**config.mk**
```make
export PLATFORM = sky130hd
export DESIGN_NAME = commit_nway_flat
export DESIGN_NICKNAME = d
export VERILOG_FILES = /design/src/rtl/commit_nway_if.sv /design/src/rtl/commit_nway.sv /design/src/flat_wrapper.sv
export SDC_FILE = /design/constraint.sdc
export NUM_CORES = 1
export LEC_CHECK = 0
export BUFFER_PORTS_ARGS = -buffer_cell sky130_fd_sc_hd__buf_2
export CAP_MARGIN = 20
export CORE_AREA = 2 2 199 201
export DETAILED_ROUTE_END_ITERATION = 16
export DIE_AREA = 0 0 201 203
export HOLD_SLACK_MARGIN = 0.08
export PLACE_DENSITY_LB_ADDON = 0.08
export SYNTH_ARGS = -nofsm -noshare
export SYNTH_HDL_FRONTEND = slang
export SYNTH_SLANG_ARGS = --single-unit
```
**constraint.sdc**
```tcl
create_clock -name clk -period 3.3 [get_ports clk]
set_clock_uncertainty 0.15 [all_clocks]
set_input_delay 0.66 -clock clk [delete_from_list [all_inputs] [get_ports clk]]
set_output_delay 0.66 -clock clk [all_outputs]
set_load 0.05 [all_outputs]
```
**src/rtl/commit_nway_if.sv**
```systemverilog
// commit_nway_if: MEM -> commit bus for one N-issue group.
//   Inputs (*_i, flush, flush_cause, exc_lane_i, stall) are driven by the MEM side.
//   Outputs (*_o, commit_cnt_o) are driven by the commit register.
//   master: MEM/producer side.  slave: commit_nway.
interface commit_nway_if #(
  parameter int LANES = 2,
  parameter int AW    = 5,
  parameter int DW    = 32,
  parameter int PCW   = 32,
  parameter int LW    = 2
);
  logic                 flush;
  logic                 flush_cause;
  logic [LW-1:0]        exc_lane_i;
  logic [4:0]           stall;
  logic [LANES-1:0]     valid_i;
  logic [LANES*PCW-1:0] pc_i;
  logic [LANES-1:0]     we_i;
  logic [LANES*AW-1:0]  waddr_i;
  logic [LANES*DW-1:0]  wdata_i;
  logic [DW-1:0]        hi_i;
  logic [DW-1:0]        lo_i;
  logic                 whilo_i;
  logic                 llbit_i;
  logic                 llbit_we_i;
  logic                 cp0_we_i;
  logic [AW-1:0]        cp0_waddr_i;
  logic [2:0]           cp0_wsel_i;
  logic [DW-1:0]        cp0_wdata_i;

  logic [LANES-1:0]     valid_o;
  logic [LANES*PCW-1:0] pc_o;
  logic [LANES-1:0]     we_o;
  logic [LANES*AW-1:0]  waddr_o;
  logic [LANES*DW-1:0]  wdata_o;
  logic [DW-1:0]        hi_o;
  logic [DW-1:0]        lo_o;
  logic                 whilo_o;
  logic                 llbit_o;
  logic                 llbit_we_o;
  logic                 cp0_we_o;
  logic [AW-1:0]        cp0_waddr_o;
  logic [2:0]           cp0_wsel_o;
  logic [DW-1:0]        cp0_wdata_o;
  logic [LW-1:0]        commit_cnt_o;

  modport master (
    output flush, flush_cause, exc_lane_i, stall, valid_i, pc_i, we_i, waddr_i, wdata_i,
           hi_i, lo_i, whilo_i, llbit_i, llbit_we_i, cp0_we_i, cp0_waddr_i, cp0_wsel_i,
           cp0_wdata_i,
    input  valid_o, pc_o, we_o, waddr_o, wdata_o, hi_o, lo_o, whilo_o, llbit_o, llbit_we_o,
           cp0_we_o, cp0_waddr_o, cp0_wsel_o, cp0_wdata_o, commit_cnt_o
  );

  modport slave (
    input  flush, flush_cause, exc_lane_i, stall, valid_i, pc_i, we_i, waddr_i, wdata_i,
           hi_i, lo_i, whilo_i, llbit_i, llbit_we_i, cp0_we_i, cp0_waddr_i, cp0_wsel_i,
           cp0_wdata_i,
    output valid_o, pc_o, we_o, waddr_o, wdata_o, hi_o, lo_o, whilo_o, llbit_o, llbit_we_o,
           cp0_we_o, cp0_waddr_o, cp0_wsel_o, cp0_wdata_o, commit_cnt_o
  );
endinterface

```
**src/rtl/commit_nway.sv**
```systemverilog
// commit_nway: commit-stage pipeline register for an N-issue in-order MIPS core.
//   Registers one issue group between MEM and architectural state (latency 1).
//   Handles exception squashing of the excepting lane and all younger lanes,
//   MEM-stall bubbles, commit-stall holds, and reports the group occupancy.
// Ports:
//   clk, rst       clock; synchronous active-high reset
//   bus (slave)    commit_nway_if: flush/stall control, per-lane inputs, registered outputs
//   retired_clr_i  (COMMIT_RETIRE_CNT_EN only) clear retired-instruction counter
//   retired_o      (COMMIT_RETIRE_CNT_EN only) 64-bit retired-instruction counter
// Optional feature macro: COMMIT_RETIRE_CNT_EN
module commit_nway #(
  parameter int LANES = 2,
  parameter int AW    = 5,
  parameter int DW    = 32,
  parameter int PCW   = 32,
  parameter int LW    = 2
) (
  input  logic         clk,
  input  logic         rst,
  commit_nway_if.slave bus
`ifdef COMMIT_RETIRE_CNT_EN
  ,
  input  logic         retired_clr_i,
  output logic [63:0]  retired_o
`endif
);

  localparam int unsigned LANES_U = LANES;

  logic                 exc_flush;
  logic                 hold;
  logic                 ctl_keep;
  logic                 side_keep;
  int unsigned          exc_eff;
  logic [LANES-1:0]     lane_keep;

  logic [LANES-1:0]     n_valid;
  logic [LANES-1:0]     n_we;
  logic [LANES*AW-1:0]  n_waddr;
  logic [LANES*DW-1:0]  n_wdata;
  logic [LANES*PCW-1:0] n_pc;
  logic                 n_whilo;
  logic [DW-1:0]        n_hi;
  logic [DW-1:0]        n_lo;
  logic                 n_llbit;
  logic                 n_llbit_we;
  logic                 n_cp0_we;
  logic [AW-1:0]        n_cp0_waddr;
  logic [2:0]           n_cp0_wsel;
  logic [DW-1:0]        n_cp0_wdata;
  logic [LW-1:0]        n_cnt;

  // Only MEM/commit stall bits matter here.
  logic unused_stall;
  assign unused_stall = ^{bus.stall[4], bus.stall[1:0]};

  // The priority chain is folded into keep masks: each output group is either
  // loaded from the (masked) inputs or zeroed; hold simply skips the load.
  always_comb begin
    exc_flush = bus.flush & bus.flush_cause;
    hold      = !exc_flush & bus.stall[2] & bus.stall[3];
    exc_eff   = (32'(bus.exc_lane_i) >= LANES_U) ? LANES_U - 1 : 32'(bus.exc_lane_i);

    // CP0 / LLbit writes survive only a plain latch, never an exception flush.
    ctl_keep  = !exc_flush & !bus.stall[2];
    // Lane-0 HI/LO/LLbit value survive an exception only if lane 0 is older.
    side_keep = exc_flush ? (exc_eff != 0) : !bus.stall[2];

    lane_keep = '0;
    for (int unsigned k = 0; k < LANES_U; k++) begin
      lane_keep[k] = exc_flush ? (k < exc_eff) : !bus.stall[2];
    end

    n_valid = bus.valid_i & lane_keep;
    n_we    = bus.we_i & n_valid;
    n_waddr = '0;
    n_wdata = '0;
    n_pc    = '0;
    for (int unsigned k = 0; k < LANES_U; k++) begin
      if (n_valid[k]) n_waddr[k*AW +: AW] = bus.waddr_i[k*AW +: AW];
      if (lane_keep[k]) begin
        n_wdata[k*DW +: DW]   = bus.wdata_i[k*DW +: DW];
        n_pc[k*PCW +: PCW]    = bus.pc_i[k*PCW +: PCW];
      end
    end

    n_whilo     = side_keep & bus.whilo_i & n_valid[0];
    n_hi        = side_keep ? bus.hi_i : '0;
    n_lo        = side_keep ? bus.lo_i : '0;
    n_llbit     = side_keep & bus.llbit_i;
    n_llbit_we  = ctl_keep & bus.llbit_we_i & n_valid[0];
    n_cp0_we    = ctl_keep & bus.cp0_we_i & n_valid[0];
    n_cp0_waddr = ctl_keep ? bus.cp0_waddr_i : '0;
    n_cp0_wsel  = ctl_keep ? bus.cp0_wsel_i : '0;
    n_cp0_wdata = ctl_keep ? bus.cp0_wdata_i : '0;

    n_cnt = '0;
    for (int unsigned k = 0; k < LANES_U; k++) begin
      n_cnt = n_cnt + LW'(n_valid[k]);
    end
  end

  always_ff @(posedge clk) begin
    if (rst) begin
      bus.valid_o      <= '0;
      bus.we_o         <= '0;
      bus.waddr_o      <= '0;
      bus.wdata_o      <= '0;
      bus.pc_o         <= '0;
      bus.whilo_o      <= '0;
      bus.hi_o         <= '0;
      bus.lo_o         <= '0;
      bus.llbit_o      <= '0;
      bus.llbit_we_o   <= '0;
      bus.cp0_we_o     <= '0;
      bus.cp0_waddr_o  <= '0;
      bus.cp0_wsel_o   <= '0;
      bus.cp0_wdata_o  <= '0;
      bus.commit_cnt_o <= '0;
    end else if (!hold) begin
      bus.valid_o      <= n_valid;
      bus.we_o         <= n_we;
      bus.waddr_o      <= n_waddr;
      bus.wdata_o      <= n_wdata;
      bus.pc_o         <= n_pc;
      bus.whilo_o      <= n_whilo;
      bus.hi_o         <= n_hi;
      bus.lo_o         <= n_lo;
      bus.llbit_o      <= n_llbit;
      bus.llbit_we_o   <= n_llbit_we;
      bus.cp0_we_o     <= n_cp0_we;
      bus.cp0_waddr_o  <= n_cp0_waddr;
      bus.cp0_wsel_o   <= n_cp0_wsel;
      bus.cp0_wdata_o  <= n_cp0_wdata;
      bus.commit_cnt_o <= n_cnt;
    end
  end

`ifdef COMMIT_RETIRE_CNT_EN
  // Accumulates the already-registered count, so it trails commit by one cycle.
  always_ff @(posedge clk) begin
    if (rst || retired_clr_i) retired_o <= '0;
    else                      retired_o <= retired_o + 64'(bus.commit_cnt_o);
  end
`endif

endmodule

```
**src/flat_wrapper.sv**
```systemverilog
// flat-port wrapper written by rule: the top's interface ports become plain ports
module commit_nway_flat 
#(
  parameter int LANES = 2,
  parameter int AW    = 5,
  parameter int DW    = 32,
  parameter int PCW   = 32,
  parameter int LW    = 2
)
  (clk, rst, bus_flush, bus_flush_cause, bus_exc_lane_i, bus_stall, bus_valid_i, bus_pc_i, bus_we_i, bus_waddr_i, bus_wdata_i, bus_hi_i, bus_lo_i, bus_whilo_i, bus_llbit_i, bus_llbit_we_i, bus_cp0_we_i, bus_cp0_waddr_i, bus_cp0_wsel_i, bus_cp0_wdata_i, bus_valid_o, bus_pc_o, bus_we_o, bus_waddr_o, bus_wdata_o, bus_hi_o, bus_lo_o, bus_whilo_o, bus_llbit_o, bus_llbit_we_o, bus_cp0_we_o, bus_cp0_waddr_o, bus_cp0_wsel_o, bus_cp0_wdata_o, bus_commit_cnt_o);
  commit_nway_if #(.LANES(LANES), .AW(AW), .DW(DW), .PCW(PCW), .LW(LW)) bus_i ();
  input  logic clk;
  input  logic rst;
  input wire logic [$bits(bus_i.flush)-1:0] bus_flush;
  input wire logic [$bits(bus_i.flush_cause)-1:0] bus_flush_cause;
  input wire logic [$bits(bus_i.exc_lane_i)-1:0] bus_exc_lane_i;
  input wire logic [$bits(bus_i.stall)-1:0] bus_stall;
  input wire logic [$bits(bus_i.valid_i)-1:0] bus_valid_i;
  input wire logic [$bits(bus_i.pc_i)-1:0] bus_pc_i;
  input wire logic [$bits(bus_i.we_i)-1:0] bus_we_i;
  input wire logic [$bits(bus_i.waddr_i)-1:0] bus_waddr_i;
  input wire logic [$bits(bus_i.wdata_i)-1:0] bus_wdata_i;
  input wire logic [$bits(bus_i.hi_i)-1:0] bus_hi_i;
  input wire logic [$bits(bus_i.lo_i)-1:0] bus_lo_i;
  input wire logic [$bits(bus_i.whilo_i)-1:0] bus_whilo_i;
  input wire logic [$bits(bus_i.llbit_i)-1:0] bus_llbit_i;
  input wire logic [$bits(bus_i.llbit_we_i)-1:0] bus_llbit_we_i;
  input wire logic [$bits(bus_i.cp0_we_i)-1:0] bus_cp0_we_i;
  input wire logic [$bits(bus_i.cp0_waddr_i)-1:0] bus_cp0_waddr_i;
  input wire logic [$bits(bus_i.cp0_wsel_i)-1:0] bus_cp0_wsel_i;
  input wire logic [$bits(bus_i.cp0_wdata_i)-1:0] bus_cp0_wdata_i;
  output wire logic [$bits(bus_i.valid_o)-1:0] bus_valid_o;
  output wire logic [$bits(bus_i.pc_o)-1:0] bus_pc_o;
  output wire logic [$bits(bus_i.we_o)-1:0] bus_we_o;
  output wire logic [$bits(bus_i.waddr_o)-1:0] bus_waddr_o;
  output wire logic [$bits(bus_i.wdata_o)-1:0] bus_wdata_o;
  output wire logic [$bits(bus_i.hi_o)-1:0] bus_hi_o;
  output wire logic [$bits(bus_i.lo_o)-1:0] bus_lo_o;
  output wire logic [$bits(bus_i.whilo_o)-1:0] bus_whilo_o;
  output wire logic [$bits(bus_i.llbit_o)-1:0] bus_llbit_o;
  output wire logic [$bits(bus_i.llbit_we_o)-1:0] bus_llbit_we_o;
  output wire logic [$bits(bus_i.cp0_we_o)-1:0] bus_cp0_we_o;
  output wire logic [$bits(bus_i.cp0_waddr_o)-1:0] bus_cp0_waddr_o;
  output wire logic [$bits(bus_i.cp0_wsel_o)-1:0] bus_cp0_wsel_o;
  output wire logic [$bits(bus_i.cp0_wdata_o)-1:0] bus_cp0_wdata_o;
  output wire logic [$bits(bus_i.commit_cnt_o)-1:0] bus_commit_cnt_o;
  assign bus_i.flush = bus_flush;
  assign bus_i.flush_cause = bus_flush_cause;
  assign bus_i.exc_lane_i = bus_exc_lane_i;
  assign bus_i.stall = bus_stall;
  assign bus_i.valid_i = bus_valid_i;
  assign bus_i.pc_i = bus_pc_i;
  assign bus_i.we_i = bus_we_i;
  assign bus_i.waddr_i = bus_waddr_i;
  assign bus_i.wdata_i = bus_wdata_i;
  assign bus_i.hi_i = bus_hi_i;
  assign bus_i.lo_i = bus_lo_i;
  assign bus_i.whilo_i = bus_whilo_i;
  assign bus_i.llbit_i = bus_llbit_i;
  assign bus_i.llbit_we_i = bus_llbit_we_i;
  assign bus_i.cp0_we_i = bus_cp0_we_i;
  assign bus_i.cp0_waddr_i = bus_cp0_waddr_i;
  assign bus_i.cp0_wsel_i = bus_cp0_wsel_i;
  assign bus_i.cp0_wdata_i = bus_cp0_wdata_i;
  assign bus_valid_o = bus_i.valid_o;
  assign bus_pc_o = bus_i.pc_o;
  assign bus_we_o = bus_i.we_o;
  assign bus_waddr_o = bus_i.waddr_o;
  assign bus_wdata_o = bus_i.wdata_o;
  assign bus_hi_o = bus_i.hi_o;
  assign bus_lo_o = bus_i.lo_o;
  assign bus_whilo_o = bus_i.whilo_o;
  assign bus_llbit_o = bus_i.llbit_o;
  assign bus_llbit_we_o = bus_i.llbit_we_o;
  assign bus_cp0_we_o = bus_i.cp0_we_o;
  assign bus_cp0_waddr_o = bus_i.cp0_waddr_o;
  assign bus_cp0_wsel_o = bus_i.cp0_wsel_o;
  assign bus_cp0_wdata_o = bus_i.cp0_wdata_o;
  assign bus_commit_cnt_o = bus_i.commit_cnt_o;
  commit_nway #(.LANES(LANES), .AW(AW), .DW(DW), .PCW(PCW), .LW(LW)) u_core (.clk(clk), .rst(rst), .bus(bus_i));
endmodule
```
Word level (Yosys, flattened, before mapping)
Index checks and enable logic that the tools add are counted.

Register bits after elaboration: 252. Output and inout bits: 252. Input port bits: 261.

Reductions and logical operators: 3. Order comparisons: 3. Bitwise gates (word level): 13. Muxes and demuxes: 15. Add/sub/neg operators: 1.

Operators with widths (count): 2-to-1 mux 32 bit (7); less-than comparator 1 x 32 -> 1 bit (first input constant) (2); nonzero test 32 bit (1); 2-to-1 mux 5 bit (3); AND 1 bit (11); AND 2 bit (2); 2-to-1 mux 1 bit (3); 2-to-1 mux 3 bit (1); adder 1 x 1 -> 2 bit (1); >= comparator 2 bit (second input constant) (1); logical NOT 1 bit (2); 2-to-1 mux 2 bit (1).

Logic depth before layout (Yosys ltp)
Gate-level depths: netlist of run 1.

Depth after elaboration: 6. Gate-level depth with buffers: 7. Gate-level depth less buffers: 5.

Worst setup path before layout of run 1
Ideal clock, no wire load.

Kind: input port to flip-flop. Start: in bus_flush. End: reg u_core.bus.commit_cnt_o[0] in the netlist's numbering. Stages on the path: 7. Data arrival time: 1943 ps. Path slack: 1075 ps. Path buffers: 2. Path through: a21oi_1 > buf_2 > buf_2 > and2_1 > ha_1 > o21ai_0 > a21oi_1.

Cells in the longest elaborated chain, start to end: 4. Elaborated cells on any way between the ends: 8. Classes of those cells: add/sub: 1; mux: 2; bitwise: 4; reduce/logical: 1.

RTL lines: from (decl) (RTL line flat_wrapper.sv:14) `input wire logic [$bits(bus_i.flush)-1:0] bus_flush;`; AND 1 bit (RTL line commit_nway.sv:60) `exc_flush = bus.flush & bus.flush_cause;`; 2-to-1 mux 1 bit (RTL line commit_nway.sv:71) `lane_keep[k] = exc_flush ? (k < exc_eff) : !bus.stall[2];`; AND 2 bit (RTL line commit_nway.sv:74) `n_valid = bus.valid_i & lane_keep;`; net u_core.n_valid[1] (RTL line commit_nway.sv:37) `logic [LANES-1:0] n_valid;`; adder 1 x 1 -> 2 bit (RTL line commit_nway.sv:99) `n_cnt = n_cnt + LW'(n_valid[k]);`; net u_core.n_cnt[0] (RTL line commit_nway.sv:51) `logic [LW-1:0] n_cnt;`; to (signal assigned) (RTL line commit_nway.sv:135) `bus.commit_cnt_o <= n_cnt;`; to (decl) (RTL line commit_nway_if.sv:60) `cp0_we_o, cp0_waddr_o, cp0_wsel_o, cp0_wdata_o, commit_cnt_o`.

The timed path passes the listed nets, and every way through them passes these cells. A chain may end at the register's enable or synchronous reset.

Final worst setup path of run 1
Start: reg u_core.bus.lo_o[14]. End: out bus_lo_o[14].

RTL lines: from (decl) (RTL line commit_nway_if.sv:59) `output valid_o, pc_o, we_o, waddr_o, wdata_o, hi_o, lo_o, whilo_o, llbit_o, llbit_we_o,`; from (signal assigned) (RTL line commit_nway.sv:128) `bus.lo_o <= n_lo;`; to (decl) (RTL line flat_wrapper.sv:38) `output wire logic [$bits(bus_i.lo_o)-1:0] bus_lo_o;`.

No word-level cell between the ends.

==> results.tsv, run 1 <==
stage	metric	value	unit
drt	Avg WL per Cell	18.86	um
power	LEAKAGE	5.885	nW
grt	all-layer global routing usage	14.96	%
die	Die ar.	40800	um2
drt	DR pass1 iterations	7	
run	max cap viols	0	
layout	share of post-route cells with drive strength above 1	47.64	%
critical_path	CP peak stage delay	0.34	ns
critical_path	slowest cell on the critical path	dfxtp_1	
outcome	status	completed	
timing	final setup margin	1.286	ns
placement	Port Buf Inserts	509	
cts	Num CTS Buffers	30	
placement	Final GP Congestion	0.7307	
critical_path	Crit path required time	2.49	ns
timing	FMAX	496.6	MHz
critical_path	CP bufs+invs	1	
drt	# DRC	0	
timing	crit share post-route	61.03	%
timing	worst rel slew slack	43.79	%
die	Core Region	38470	um2
timing	max-slew violation count	0	
cts	Setup Buffers After CTS	0	
layout	Layout Utilization	31.65	%
die	FP Rows	72	
die	number of I/O pins	513	
timing	crit path time final	2.014	ns
synthesis	async set-reset flop share out of synthesis	0	%
layout	final non-filler cell area	12180	um2
critical_path	Setup crit start kind	flip-flop	
critical_path	CP endpoint kind	primary output	
synthesis	Seq/Total Area, Yosys	62.11	%
drt	Initial DRC Count	378	
grt	largest net degree at the start of global routing	143	
grt	initial antenna violation count	4	
synthesis	Post-synth top flop	dfxtp_1	
synthesis	Post-Syn Area	8123	um2
drt	DR vias	7762	
timing	Slew @ Worst Pin	0.8432	ns
critical_path	Worst EP arrival	1.20	ns
placement	DP Area	11180	um2
critical_path	Crit Path Class	flip-flop to primary output	
synthesis	Mapped Avg Cell Area	11.44	um2
die	initial core utilization	21.12	%
critical_path	cell chain of the critical path	buf_2	
grt	vias in the first global route	7539	
layout	# fillers	4077	
timing	setup TNS	0	ns
cts	Clock Latency Late Sink	0.55	ns
placement	DP Worst Slack	0.7680	ns
power	Cell Pwr Density	640.2	nW/um2
power	worst vdd ir	0.3733	mV
drt	ANT nets after route	0	
grt	first-pass GRT wire length	47750	um
timing	Fin. Hold Viols	0	
critical_path	cell family with most CP delay	flip-flops	
die	Chip Width	201	um
cts	Worst-path clk slew	0.06	ns
cts	# H-tree levels	1	
timing	RSZ-0062 raised after global routing	false	
cts	clock buffer depth	3	
synthesis	Syn Nets	972	
die	Die Ht	203	um
synthesis	number of flops mapped to enable cells by yosys	0	
drt	final wirelength	32590	um
placement	Detailed Place HPWL	22680	um
cts	clock root buffer master	clkbuf_16	
timing	Final setup viols	0	
cts	PostCTS Resize Cnt	0	
drt	Avg Vias per Cell	4.492	
layout	NumNets Final	1448	
layout	synthesis-to-layout area growth	49.89	%
synthesis	Yosys reg bits	252	
cts	TritonCTS Sinks	252	
synthesis	Yosys Warn Count	0	
synthesis	post-synthesis cell type count	21	
grt	total grt overflow	0	
cts	# hold bufs at CTS	0	
synthesis	Synth Instances	710	
min_path	Hold Crit Class	input pin to flip-flop	
critical_path	Crit Path Max Fanout	2	
cts	CTS tree	built	
## through the flow
stage	instances	total power, mW	hold WS, ns
2_1_floorplan	710	4.168	0.5393
3_3_place_gp	1672	4.605	0.2957
3_5_place_dp	1672	4.604	0.2991
4_1_cts	1725	7.948	0.1068
5_1_grt	1728	8.140	0.1170
6_report	1728	7.795	0.1486
## Yosys cell counts, types with 2 or more instances
cell / count / share of area [%]
a32o_1: 6 / 0.74
nor2_1: 106 / 4.9
dfxtp_1: 252 / 62
and2_1: 3 / 0.23
a21oi_1: 5 / 0.31
o21ai_0: 2 / 0.12
a211oi_1: 2 / 0.18
nand3_1: 6 / 0.37
a22o_1: 136 / 15
buf_1: 5 / 0.23
a32oi_1: 105 / 11
clkbuf_1: 43 / 2.0
buf_2: 30 / 1.8
nand2_1: 2 / 0.092
## logic make-up (layout without fill, tap and decap cells)
family | Yosys count | after routing | share of synthesized area, %
AOI/OAI and AO/OA | 258 | 258 | 27.54
adders and majority gates | 1 | 1 | 0.1540
buffers and inverters | 79 | 576 | 4.113
and+or+nand+nor | 120 | 120 | 6.084
DFF | 252 | 252 | 62.11
other | 0 | 3 | 0
## final cells by class
cell class	instances	area, um2	area share, %
sequential	252	5045	41.43
multi-input combinational	379	2778	22.81
timing repair buffer	522	2710	22.26
clock buffer	47	914.6	7.512
tap	518	648.1	5.323
clock inverter	6	68.82	0.5652
antenna	3	7.507	0.06166
inverter	1	3.754	0.03083
## worst reg2reg max path: cells and delay by family, from the launching register on
kind,cells,cell delay [ns]
AOI/OAI and AO/OA,1,0.15
DFF,1,0.33
and+or+nand+nor,1,0.26
## power breakdown
group / switching (mW) / internal (mW) / total, mW
sequential: 0.0729 / 3.20 / 3.28
clock: 1.31 / 1.96 / 3.27
combinational: 0.904 / 0.345 / 1.25
## path summary, 6_finish.rpt
check | startpoint | end | slack (ns) | cells after the start
max | u_core.bus.lo_o[14]$_SDFFE_PP0N_ | bus_lo_o[14] | 1.29 | 1
min | bus_pc_i[25] | u_core.bus.pc_o[25]$_SDFFE_PP0N_ | 0.15 | 2
max reg2reg | u_core.bus.whilo_o$_SDFFE_PP0N_ | u_core.bus.whilo_o$_SDFFE_PP0N_ | 2.37 | 2
min reg2reg | u_core.bus.waddr_o[1]$_SDFFE_PP0N_ | u_core.bus.waddr_o[1]$_SDFFE_PP0N_ | 0.31 | 1
## flip-flops by register name, summed over array words and instances, names as in the netlist
register	cells
u_core.bus.wdata_o	64
u_core.bus.llbit_we_o	1
u_core.bus.whilo_o	1
u_core.bus.we_o	2
u_core.bus.cp0_wdata_o	32
u_core.bus.cp0_wsel_o	3
u_core.bus.valid_o	2
u_core.bus.hi_o	32
u_core.bus.llbit_o	1
u_core.bus.cp0_waddr_o	5
u_core.bus.pc_o	64
u_core.bus.cp0_we_o	1
u_core.bus.waddr_o	10
u_core.bus.lo_o	32
u_core.bus.commit_cnt_o	2
## layout by cell type, fill, tap and decap left out, drive strengths merged
cell,Yosys,layout
a32oi,105,105
clkinv,0,4
clkbuf,43,47
and2,3,3
a31o,1,1
nand3,6,6
o21ai,2,2
bufinv,0,1
inv,1,1
dfxtp,252,252
a21boi,1,1
a32o,6,6
ha,1,1
nor3,1,1
clkinvlp,0,1
nor2,106,106
nor4b,2,2
diode,0,3
buf,35,522
nand2,2,2
a21oi,5,5
a22o,136,136
a211oi,2,2
## metal layers
metal  wire length [um]  track usage, %  share of wire, %  vias up
li1                   -               -                 -     3683
met1              13450           18.13                41     3669
met2              15350           24.70                47      357
met3               2963           5.457               9.1       51
met4                817           4.603               2.5        2
met5                 13               0             0.040        -
Power figures use the tool's default switching activity.
==> run 2, diff against run 1 <==
Settings changed: CORE_AREA 2 2 199 201 to 2 2 202 204, DIE_AREA 0 0 201 203 to 0 0 204 206.
Clock period 3.3 ns to 1.9 ns, I/O delays scaled along.
==> run 2 against run 1 <==
Effect of this change:
- hold slack got worse by 0.017 ns
- non-clock buffer count grew 272
- critical path type unchanged
- design area rose by 24%
- critical endpoint is now bus_pc_o[41]
- critical path depth unchanged
- total power is 84% higher
- wire length increased by 6.5%
- first-iteration DRC count decreased by 17%
==> results.tsv, run 2 (synthesis gave the netlist of run 1 again) <==
stage	metric	value	unit	change
cts	clock buffer depth	3		unchanged
grt	GR Layer Usage met2	26.32	%	+1.6 points
grt	first-pass GRT wire length	51030	um	+6.9%
layout	NumNets Final	1721		+19%
layout	# fillers	4153		+1.9%
layout	share of post-route cells with drive strength above 1	40.63	%	-7.0 points
critical_path	Setup crit start kind	flip-flop		
grt	initial antenna violation count	1		-3
drt	Initial DRC Count	315		-17%
drt	Avg Vias per Cell	4.331		-3.6%
critical_path	CP bufs+invs	1		unchanged
timing	RSZ-0062 raised after global routing	false		
layout	# diodes	0		-3
timing	setup TNS	0	ns	unchanged
critical_path	cell chain of the critical path	buf_2		
power	LEAKAGE	7.138	nW	+21%
power	Cell Pwr Density	948.4	nW/um2	+48%
outcome	status	completed		
power	Pwr Total	14.32	mW	+84%
cts	clock root buffer master	clkbuf_16		
run	max cap viols	0		unchanged
placement	DP Area	11560	um2	+3.4%
cts	Clock Latency Late Sink	0.56	ns	about the same
power	worst vdd ir	0.5345	mV	+43%
die	Core Region	40180	um2	+4.5%
min_path	Hold Crit Class	input pin to flip-flop		
cts	Worst-path clk slew	0.06	ns	about the same
timing	Slew @ Worst Pin	0.4679	ns	-0.3753 ns
timing	Fin. Hold Viols	0		unchanged
grt	GR met3 Demand/Resource	4.541	%	-0.92 points
die	number of I/O pins	513		unchanged
timing	Hold Slack	0.1315	ns	-0.01715 ns
timing	crit path time final	1.783	ns	
grt	vias in the first global route	8846		+17%
die	Die Ht	206	um	+1.5%
critical_path	Crit path required time	1.37	ns	-1.12 ns
cts	CTS tree	built		
placement	Final GP Congestion	0.7255		-0.71%
layout	most common cell after layout, fill and taps aside	buf_2		
timing	crit share post-route	93.84	%	
layout	synthesis-to-layout area growth	85.94	%	
placement	Port Buf Inserts	509		unchanged
drt	DR vias	8731		+12%
cts	TritonCTS Sinks	252		unchanged
cts	# H-tree levels	1		unchanged
cts	Num CTS Buffers	31		+3.3%
critical_path	slowest cell on the critical path	dfxtp_1		
grt	global-route met1 utilization	18.16	%	+0.022 points
drt	ANT nets after route	0		unchanged
grt	layer with the highest usage	met2		
timing	worst rel slew slack	68.53	%	+25 points
drt	Avg WL per Cell	17.21	um	-8.7%
layout	final non-filler cell area	15100	um2	+24%
die	initial core utilization	20.21	%	-0.90 points
critical_path	Worst EP arrival	1.25	ns	+0.05 ns
drt	DR pass1 iterations	4		-3
layout	Regs by FF count	u_core.bus.pc_o: 64 flops, u_core.bus.wdata_o: 64 flops		
drt	# DRC	0		unchanged
critical_path	Crit Path Class	flip-flop to primary output		
critical_path	CP endpoint kind	primary output		
timing	max-slew violation count	0		unchanged
die	Chip Width	204	um	+1.5%
timing	FMAX	560.9	MHz	
die	Die ar.	42020	um2	+3.0%
timing	Final setup viols	0		unchanged
die	FP Rows	74		+2.8%
critical_path	cell family with most CP delay	flip-flops		
grt	all-layer global routing usage	15.25	%	+0.29 points
grt	largest net degree at the start of global routing	81		-43%
layout	most frequent cells in the layout	buf_2, dfxtp_1, dlygate4sd3_1, a22o_1, nor2_1		
grt	total grt overflow	0		unchanged
drt	final wirelength	34690	um	+6.5%
critical_path	Crit Path Max Fanout	2		unchanged
placement	Detailed Place HPWL	23560	um	+3.9%
critical_path	CP peak stage delay	0.39	ns	+0.05 ns
run 2: changes by cell type in the layout (fill, tap and decap cells not counted), sizes merged:
cell,before,now
diode,3,0
inv,1,3
clkinvlp,1,0
buf,522,545
dlygate4sd3,0,249
clkbuf,47,51
run 2: power breakdown:
group / switching [mW] / internal [mW] / leakage (nW)
sequential: 0.131 / 5.56 / 2.07
combinational: 1.68 / 1.00 / 4.54
clock: 2.31 / 3.63 / 0.523
total: 4.12 / 10.2 / 7.14
run 2: path summary, 6_finish.rpt:
kind,from,end,slack (ns),depth (start not counted)
worst min-delay path,bus_valid_i[0],u_core.bus.valid_o[0]$_SDFFE_PP0N_,0.13,3
worst max register to register,u_core.bus.whilo_o$_SDFFE_PP0N_,u_core.bus.whilo_o$_SDFFE_PP0N_,0.98,2
worst min register to register,u_core.bus.we_o[0]$_SDFFE_PP0N_,u_core.bus.we_o[0]$_SDFFE_PP0N_,0.31,1
worst max-delay path,u_core.bus.pc_o[41]$_SDFFE_PP0N_,bus_pc_o[41],0.12,1
run 2: through the flow:
| step | utilization, % | instances | setup WS [ns] |
|---|---|---|---|
| after global routing | 37.59 | 2016 | 0.06047 |
| after global placement | 28.77 | 1709 | 0.01651 |
| after floorplan | - | 710 | 0.1044 |
| after detailed placement | 28.77 | 1709 | 0.01307 |
| after CTS | 37.59 | 2016 | 0.05849 |
| final | 37.59 | 2016 | 0.1171 |
run 2: area by class of cell:
cell class,instances,area [um2],share of cell area (%)
flip-flops and latches,252,5045,33.40
inverters,1,3.754,0.02485
clock buffers,51,980.9,6.495
multi-input cells,379,2778,18.39
clock inverters,7,67.56,0.4474
repair buffers,794,5563,36.83
well taps,532,665.6,4.407
run 2: timing repair:
action / in CTS / in global routing
gates resized for setup: 0 / 0
hold buffers: 249 / 0
hold endpoints to repair: 249 / 0
setup buffers: 0 / 0
run 2: metal layers:
metal  wire length, um  part of all wire [%]  vias up
li1                  -                     -     4234
met1             14270                    41     4077
met2             16540                    48      363
met3              2960                   8.5       57
met4               918                   2.6        0
met5                 0                     0        -
==> run 3, diff against run 2 <==
Settings changed: CELL_PAD_IN_SITES_DETAIL_PLACEMENT set to 1, CELL_PAD_IN_SITES_GLOBAL_PLACEMENT set to 1, CORE_AREA 2 2 202 204 to 2 2 201 203, DIE_AREA 0 0 204 206 to 0 0 203 205.
Clock period 1.9 ns to 1.5 ns, I/O delays scaled along.
==> run 3 against run 2 <==
Effect of this change:
- the run now ends with setup timing left
- combinational power grew 61%
- largest power group unchanged
- critical path type unchanged
- highest routed layer is now met5
- design area grew 24%
- clock power grew 43%
- die area shrank 0.97%
- first-iteration DRC count grew 23%
- core utilization grew 9.8 points
- total power grew 42%
==> results.tsv, run 3 (synthesis gave the netlist of run 1 again) <==
stage	metric	value	unit	change
power	Cell Pwr Density	1087	nW/um2	+15%
timing	setup TNS	-2.115	ns	-2.115 ns
layout	NumNets Final	1788		+3.9%
timing	crit path time final	1.532	ns	
die	initial core utilization	20.63	%	+0.42 points
critical_path	CP bufs+invs	1		unchanged
placement	Port Buf Inserts	509		unchanged
layout	share of post-route cells with drive strength above 1	59.45	%	+19 points
die	Core Region	39370	um2	-2.0%
layout	# fillers	4122		-0.75%
timing	Slew @ Worst Pin	0.5664	ns	+0.09848 ns
timing	final setup margin	-0.03247	ns	-0.1496 ns
layout	Regs by FF count	u_core.bus.pc_o: 64 flops, u_core.bus.wdata_o: 64 flops		
drt	# DRC	0		unchanged
critical_path	cell family with most CP delay	flip-flops		
critical_path	Setup crit start kind	flip-flop		
grt	all-layer global routing usage	18.93	%	+3.7 points
drt	ANT nets after route	0		unchanged
grt	total grt overflow	0		unchanged
timing	worst rel slew slack	62.24	%	-6.3 points
power	Pwr Total	20.29	mW	+42%
outcome	status	finished with violations		
drt	DR vias	9366		+7.3%
cts	# H-tree levels	1		unchanged
run	max cap viols	0		unchanged
timing	Fin. Hold Viols	0		unchanged
layout	most frequent cells in the layout	buf_2, dlygate4sd3_1, dfxtp_2, buf_8, a22o_1		
layout	synthesis-to-layout area growth	129.8	%	
timing	Hold Slack	0.1482	ns	+0.01671 ns
cts	clock buffer depth	3		unchanged
layout	most common cell after layout, fill and taps aside	buf_2		
critical_path	Crit Path Max Fanout	2		unchanged
timing	Final setup viols	220		+220
die	number of I/O pins	513		unchanged
die	FP Rows	73		-1.4%
die	Chip Width	203	um	-0.49%
die	Die ar.	41620	um2	-0.97%
min_path	Hold Crit Class	input pin to flip-flop		
layout	Post-Layout Cell Count	2079		+3.1%
outcome	violated checks	setup timing		
layout	Multi-input gate area	2778	um2	unchanged
critical_path	cell chain of the critical path	buf_8		
cts	Clock Latency Late Sink	0.56	ns	about the same
cts	Worst-path clk slew	0.06	ns	about the same
grt	largest net degree at the start of global routing	110		+36%
cts	TritonCTS Sinks	252		unchanged
grt	initial antenna violation count	4		+3
placement	DP Worst Slack	-0.5704	ns	-0.5835 ns
cts	clock root buffer master	clkbuf_16		
drt	Avg WL per Cell	20.12	um	+17%
drt	Avg Vias per Cell	4.505		+4.0%
critical_path	slowest cell on the critical path	dfxtp_4		
critical_path	Crit path required time	1.05	ns	-0.32 ns
critical_path	CP peak stage delay	0.37	ns	-0.02 ns
layout	Layout Utilization	47.42	%	+9.8 points
placement	Detailed Place HPWL	26680	um	+13%
placement	Placed Cells	1711		+0.12%
critical_path	Crit Path Class	flip-flop to primary output		
layout	Reg area	5368	um2	+6.4%
drt	DR pass1 iterations	6		+2
power	LEAKAGE	8.200	nW	+15%
timing	RSZ-0062 raised after global routing	true		
drt	Initial DRC Count	387		+23%
die	Die Ht	205	um	-0.49%
timing	crit share post-route	102.2	%	
critical_path	Worst EP arrival	1.08	ns	-0.17 ns
cts	CTS tree	built		
placement	Final GP Congestion	0.7430		+2.4%
cts	Num CTS Buffers	31		unchanged
timing	max-slew violation count	0		unchanged
grt	vias in the first global route	10120		+14%
power	worst vdd ir	0.6373	mV	+19%
critical_path	CP endpoint kind	primary output		
timing	FMAX	652.5	MHz	
layout	final non-filler cell area	18670	um2	+24%
grt	first-pass GRT wire length	61890	um	+21%
placement	DP Area	11720	um2	+1.4%
drt	final wirelength	41820	um	+21%
-- run 3: path summary, 6_finish.rpt --
kind,cells past startpoint,endpoint,slack (ns),from
max,1,bus_lo_o[31],-0.03,u_core.bus.lo_o[31]$_SDFFE_PP0N_
min,4,u_core.bus.pc_o[32]$_SDFFE_PP0N_,0.15,bus_flush_cause
max reg2reg,3,u_core.bus.wdata_o[5]$_SDFFE_PP0N_,0.43,u_core.bus.wdata_o[5]$_SDFFE_PP0N_
min reg2reg,2,u_core.bus.commit_cnt_o[1]$_SDFFE_PP0N_,0.33,u_core.bus.commit_cnt_o[1]$_SDFFE_PP0N_
-- run 3: layout make-up --
class	instances	area share, %
diodes	3	0.04021
flip-flops and latches	252	28.75
multi-input cells	379	14.88
well taps	525	3.519
clock inverters	13	1.327
repair buffers	861	46.55
clock buffers	45	4.919
inverters	1	0.02011
-- run 3: where the power goes --
group | leakage, nW | switching [mW] | total, mW | internal (mW)
combinational | 5.45 | 2.25 | 4.34 | 2.09
clock | 0.576 | 3.08 | 8.51 | 5.43
sequential | 2.17 | 0.321 | 7.44 | 7.12
total | 8.20 | 5.65 | 20.3 | 14.6
-- run 3: what timing repair did --
action,4_1_cts,5_1_grt
endpoints found under the setup margin,252,372
resized for setup,960,45
gates cloned,0,1
pin swaps,0,1
endpoints found under the hold margin,250,0
hold buffers,251,0
setup buffers,23,32
-- run 3: metal layers --
metal	wire length (um)	up-vias	track usage, %
li1	-	4373	-
met5	13	-	0
met4	1255	2	6.257
met2	21020	371	33.54
met1	15930	4548	21.51
met3	3604	72	6.029
